$ cat src/rtl/uart_pkg.sv
// Shared UART definitions used by both the receiver and the transmitter.
package uart_pkg;

  typedef enum logic [2:0] {
    IDLE,
    START,
    DATA,
    PARITY,
    STOP,
    BREAK_WAIT
  } rx_state_t;

  localparam logic [1:0] PAR_NONE = 2'b00;
  localparam logic [1:0] PAR_EVEN = 2'b01;
  localparam logic [1:0] PAR_ODD  = 2'b10;

  localparam int DEFAULT_OVERSAMPLE = 16;

  // Unused upper data bits must be zero so they do not disturb the XOR.
  function automatic logic parity_bit(input logic [7:0] data, input logic [1:0] mode);
    return (mode == PAR_ODD) ? ~^data : ^data;
  endfunction

endpackage

$ cat src/rtl/uart_sync2.sv
// Two-flop synchronizer for the serial line; resets to the idle-high level.
module uart_sync2 (
  input  logic clk,
  input  logic reset_n,
  input  logic d,
  output logic q
);

  logic [1:0] ff_reg;

  always_ff @(posedge clk or negedge reset_n) begin
    if (!reset_n) begin
      ff_reg <= 2'b11;
    end else begin
      ff_reg <= {ff_reg[0], d};
    end
  end

  assign q = ff_reg[1];

endmodule

$ cat src/rtl/uart_rx.sv
// Oversampling UART receiver: 7/8 data bits, optional even/odd parity, one stop bit,
// break-aware so a held-low line does not retrigger.
module uart_rx
  import uart_pkg::*;
#(
  parameter int OVERSAMPLE = DEFAULT_OVERSAMPLE,
  parameter int CNT_W      = 5
) (
  input  logic       clk,
  input  logic       reset_n,
  input  logic       enable,
  input  logic       rx_in,
  input  logic       d_num,
  input  logic [1:0] par,
  output logic [7:0] data_out,
  output logic       data_valid,
  output logic       parity_err,
  output logic       frame_err,
  output logic       busy
);

  localparam logic [CNT_W-1:0] MID_CNT  = CNT_W'(OVERSAMPLE / 2 - 1);
  localparam logic [CNT_W-1:0] FULL_CNT = CNT_W'(OVERSAMPLE - 1);

  rx_state_t        state_reg, state_next;
  logic [CNT_W-1:0] cnt_reg;
  logic [2:0]       bit_idx_reg;
  logic [7:0]       shift_reg;
  logic             d_num_reg;
  logic [1:0]       par_reg;
  logic             par_bad_reg;
  logic             rx_s;

  logic mid_start;
  logic bit_tick;
  logic last_bit;
  logic parity_on;

  uart_sync2 u_sync (
    .clk     (clk),
    .reset_n (reset_n),
    .d       (rx_in),
    .q       (rx_s)
  );

  // START counts to mid-bit once; afterwards each full period lands on mid-bit again.
  assign mid_start = (cnt_reg == MID_CNT);
  assign bit_tick  = (cnt_reg == FULL_CNT);
  assign last_bit  = (bit_idx_reg == {2'b11, d_num_reg});
  assign parity_on = (par_reg != PAR_NONE) && (par_reg != 2'b11);

  always_ff @(posedge clk or negedge reset_n) begin
    if (!reset_n) begin
      state_reg <= IDLE;
    end else begin
      state_reg <= state_next;
    end
  end

  always_comb begin
    state_next = state_reg;
    busy       = (state_reg != IDLE);
    case (state_reg)
      IDLE: begin
        if (enable && !rx_s) state_next = START;
      end
      START: begin
        if (mid_start) state_next = rx_s ? IDLE : DATA;
      end
      DATA: begin
        if (bit_tick && last_bit) state_next = parity_on ? PARITY : STOP;
      end
      PARITY: begin
        if (bit_tick) state_next = STOP;
      end
      STOP: begin
        if (bit_tick) state_next = rx_s ? IDLE : BREAK_WAIT;
      end
      BREAK_WAIT: begin
        if (rx_s) state_next = IDLE;
      end
      default: state_next = IDLE;
    endcase
  end

  always_ff @(posedge clk or negedge reset_n) begin
    if (!reset_n) begin
      cnt_reg     <= '0;
      bit_idx_reg <= '0;
      shift_reg   <= '0;
      d_num_reg   <= 1'b0;
      par_reg     <= PAR_NONE;
      par_bad_reg <= 1'b0;
      data_out    <= '0;
      data_valid  <= 1'b0;
      parity_err  <= 1'b0;
      frame_err   <= 1'b0;
    end else begin
      data_valid <= 1'b0;
      case (state_reg)
        IDLE: begin
          cnt_reg <= '0;
          if (enable && !rx_s) begin
            d_num_reg   <= d_num;
            par_reg     <= par;
            bit_idx_reg <= '0;
            shift_reg   <= '0;
            par_bad_reg <= 1'b0;
          end
        end
        START: begin
          cnt_reg <= mid_start ? '0 : cnt_reg + CNT_W'(1);
        end
        DATA: begin
          cnt_reg <= bit_tick ? '0 : cnt_reg + CNT_W'(1);
          if (bit_tick) begin
            shift_reg[bit_idx_reg] <= rx_s;
            if (!last_bit) bit_idx_reg <= bit_idx_reg + 3'd1;
          end
        end
        PARITY: begin
          cnt_reg <= bit_tick ? '0 : cnt_reg + CNT_W'(1);
          if (bit_tick) par_bad_reg <= (rx_s != parity_bit(shift_reg, par_reg));
        end
        STOP: begin
          cnt_reg <= bit_tick ? '0 : cnt_reg + CNT_W'(1);
          if (bit_tick) begin
            data_out   <= {d_num_reg & shift_reg[7], shift_reg[6:0]};
            data_valid <= 1'b1;
            parity_err <= par_bad_reg;
            frame_err  <= !rx_s;
          end
        end
        default: begin
          cnt_reg <= '0;
        end
      endcase
    end
  end

endmodule

$ cat config.mk
export PLATFORM = sky130hd
export DESIGN_NAME = uart_rx
export DESIGN_NICKNAME = d
export VERILOG_FILES = /design/src/rtl/uart_pkg.sv /design/src/rtl/uart_sync2.sv /design/src/rtl/uart_rx.sv
export SDC_FILE = /design/constraint.sdc
export NUM_CORES = 1
export LEC_CHECK = 0
export ABC_AREA = 1
export BUFFER_PORTS_ARGS = -buffer_cell sky130_fd_sc_hd__buf_2
export CAP_MARGIN = 10
export CORE_MARGIN = 4
export CORE_UTILIZATION = 55
export CTS_BUF_LIST = sky130_fd_sc_hd__clkbuf_4
export CTS_CLUSTER_SIZE = 14
export DETAILED_ROUTE_END_ITERATION = 7
export PLACE_DENSITY = 0.76
export SYNTH_ARGS = -nofsm -noshare
export SYNTH_HDL_FRONTEND = slang
export SYNTH_HIERARCHICAL = 1
export SYNTH_SLANG_ARGS = --single-unit
$ cat constraint.sdc
create_clock -name clk -period 3.1 [get_ports clk]
set_input_delay 0.31 -clock clk [delete_from_list [all_inputs] [get_ports clk]]
set_output_delay 0.31 -clock clk [all_outputs]
set_load 0.02 [all_outputs]
==> flow_summary.json <==
{
  "synthArstFlopShare_pct": 100.0,
  "yosysTopAreaCellShare_pct": 42.88,
  "core_area_sq_um": 3416,
  "seq_power_share_pct": 45.4,
  "hpwlAfterDp_um": 2840,
  "wire_length_of_the_first_global_routing_pass_um": 6368,
  "ys_warn_count": 6,
  "clock_tree.htree_level_count": 2,
  "synth_flop_cell": "dfrtp_1",
  "setup_repair_after_global_routing_missed_its_margin": "false",
  "mappedNetlistArea_sq_um": 1984,
  "post_route_cells_drive_above_1_share_pct": 15.88,
  "cp_data_required_time_ns": 2.79,
  "ys_types": 29,
  "number_of_placed_cells_counting_well_taps": 316,
  "hold_path_class": "primary input to asynchronous set/reset pin",
  "power.combinational.fraction_pct": 36.2,
  "multiInputGateArea_sq_um": 938.4,
  "syn_inst": 256,
  "endpoint_kind": "output port",
  "grt_remaining_overflow": 0,
  "max_slew.worst_pin.slew_ns": 0.7756,
  "internal_power_uw": 763.1,
  "synth_area_leaders": "dfrtp_1 (43%), nand2_1 (17%), inv_1 (5.5%), nand3_1 (4.5%), o21ai_0 (3.5%)",
  "i_o_pins": 19,
  "hold_buffers": 0,
  "final_sum_of_negative_setup_slack_ns": 0,
  "power_frac_clock_pct": 18.4,
  "dieWidth_um": 68.07,
  "ant_nets": 0,
  "die-area_sq_um": 4633,
  "vdd_drop_max_mv": 0.3572,
  "skew_ns": 0.01173,
  "post-cts-setup-buffers": 0,
  "n_antenna_cell": 0,
  "cp.arrival_ns": 1.37,
  "wl_per_cell_um": 11.56,
  "clkSlewWorstSetupHoldPaths_ns": 0.10,
  "place.port_buffers": 18,
  "grt_antenna_before_repair": 0,
  "fp.dieH_um": 68.07,
  "route.vias.total": 1625,
  "grt_start_max_net_pins": 37,
  "area.sequential_sq_um": 903.4,
  "cts-root-buf": "clkbuf_4",
  "fin_cells": 323,
  "cts_made_buffers": 5,
  "detailedRoute.firstIterationViolations": 160,
  "hold_violations": 0,
  "drt_pre_antenna_iters": 4,
  "avgSynthCellArea_sq_um": 7.752,
  "yosys_register_bits": 36,
  "via_count_normalized_by_instance_count": 5.031,
  "fmax_mhz": 594.8,
  "fin_worst_hold_slack_ns": 0.04393,
  "share_of_the_clock_period_used_by_the_worst_path_pct": 54.23,
  "synth_edf_count": 0,
  "max_slew_margin_pct": 48.29,
  "initial_standard_cell_utilization_of_the_core_pct": 58.10,
  "timing.critical_path.from_type": "flop",
  "syn-num-nets": 267,
  "slew_viol_final": 0,
  "tritoncts": "built",
  "path_class": "flop to output port",
  "drc_errors": 0,
  "cap_violations": 0,
  "synth_to_layout_area_growth_pct": 8.638,
  "cp_max_fo": 6,
  "overall_power_of_the_completed_layout_uw": 1266,
  "cts-root-to-sink-buffers": 2,
  "synth_area_leader_cell": "dfrtp_1",
  "total_switching_power_uw": 503.0,
  "placement_rows": 21,
  "synth-seq-area-share_pct": 45.52,
  "clock-sinks": 36,
  "final_net_count": 288,
  "power.share.switching_pct": 39.73,
  "track_usage_pct": 18.69,
  "globalplace.congestion": 0.8847,
  "power_density_nw_per_um2": 587.3,
  "fillCellCount": 305,
  "clkLatencyLatePin_ns": 0.33,
  "wirelength_um": 3733,
  "outcome": "finished clean",
  "shortest_clock_period_the_worst_path_allows_after_layout_ns": 1.681,
  "first_global_vias": 1503,
  "post_cts.resized_instances": 0,
  "cellLeakagePower_uw": 0.001137,
  "timing.final.setup_violations": 0
}
==> area by class of cell <==
class	count	share of cell area [%]
timing repair buffer	18	4.179
tap	46	2.670
clock buffer	6	2.089
sequential	36	41.90
multi-input combinational	185	43.53
clock inverter	1	0.2322
inverter	31	5.398
==> cells in the mapped netlist (2+ instances only) <==
cell and n:
o21ai_2 3, nor2_4 2, a21oi_1 3, xor2_1 4, ha_1 4, o21ai_0 14
buf_2 3, inv_2 2, nand2_2 2, nand2_1 89, o21ai_1 10, inv_1 29
nor3_1 9, nor2_1 15, dfrtp_1 34, dfstp_2 2, o211ai_1 2, nand3_1 18
==> power groups by stage <==
stage               Sequential [uW]  Clock [uW]  Combinational (uW)
floorplan                       570           0                 364
global placement                581           0                 454
detailed placement              583           0                 457
CTS                             574         244                 459
global route                    582         270                 531
finish                          575         233                 458
==> through the flow <==
stage               setup WS [ns]  area [sq um]  util (%)
floorplan                   1.680          1984         -
global placement            1.522          2106     61.65
detailed placement          1.503          2106     61.65
CTS                         1.414          2156     63.11
global route                1.273          2156     63.11
finish                      1.419          2156     63.11
==> worst max-delay path: stages (launching register included) <==
cell	delay, ns
dfrtp_1	0.46
nor3_2	0.28
inv_1	0.12
buf_2	0.18
==> worst paths after layout <==
path / start / to / slack (ns) / cells past startpoint
setup / recovery: state_reg[0] / busy / 1.42 / 3
setup reg to reg: cnt_reg[0] / state_reg[2] / 1.49 / 10
min in group clk: rx_in / u_sync/ff_reg[0] / 0.08 / 1
hold / removal: reset_n / data_out[3] / 0.04 / 1
hold reg to reg: u_sync/ff_reg[0] / u_sync/ff_reg[1] / 0.36 / 0
max in group asynchronous: reset_n / bit_idx_reg[0] / 2.56 / 1
==> cells by family (layout without fill, tap and decap cells) <==
logic type | count (synthesis) | in the layout | synth area share, %
multiplexers | 1 | 1 | 0.5674
adder cells (fa/ha/maj) | 4 | 4 | 2.522
flip-flops | 36 | 36 | 45.52
XOR/XNOR | 5 | 5 | 2.207
AO/OA/AOI/OAI | 35 | 35 | 10.53
AND/OR/NAND/NOR | 140 | 140 | 31.46
buffers and inverters | 35 | 56 | 7.188
==> per-layer routing <==
| layer | vias to the layer above | global-route usage [%] | part of all wire, % |
|---|---|---|---|
| li1 | 860 | - | - |
| met1 | 726 | 22.38 | 48 |
| met2 | 29 | 31.41 | 45 |
| met3 | 10 | 4.926 | 4.1 |
| met4 | 0 | 8.189 | 2.4 |
| met5 | - | 0 | 0 |
==> placed cells by master (no fill, tap or decap), drive strengths merged <==
| cell | synthesis | layout |
|---|---|---|
| dfrtp | 34 | 34 |
| o31ai | 1 | 1 |
| buf | 4 | 18 |
| xnor2 | 1 | 1 |
| o211ai | 2 | 2 |
| nor3 | 10 | 10 |
| nand3 | 20 | 20 |
| xor2 | 4 | 4 |
| nor2 | 18 | 18 |
| ha | 4 | 4 |
| clkbuf | 0 | 6 |
| mux2 | 1 | 1 |
| clkinv | 0 | 1 |
| o21ai | 28 | 28 |
| dfstp | 2 | 2 |
| inv | 31 | 31 |
| nand2 | 91 | 91 |
| a21oi | 4 | 4 |
| nand3b | 1 | 1 |
Power figures use the tool's default switching activity.
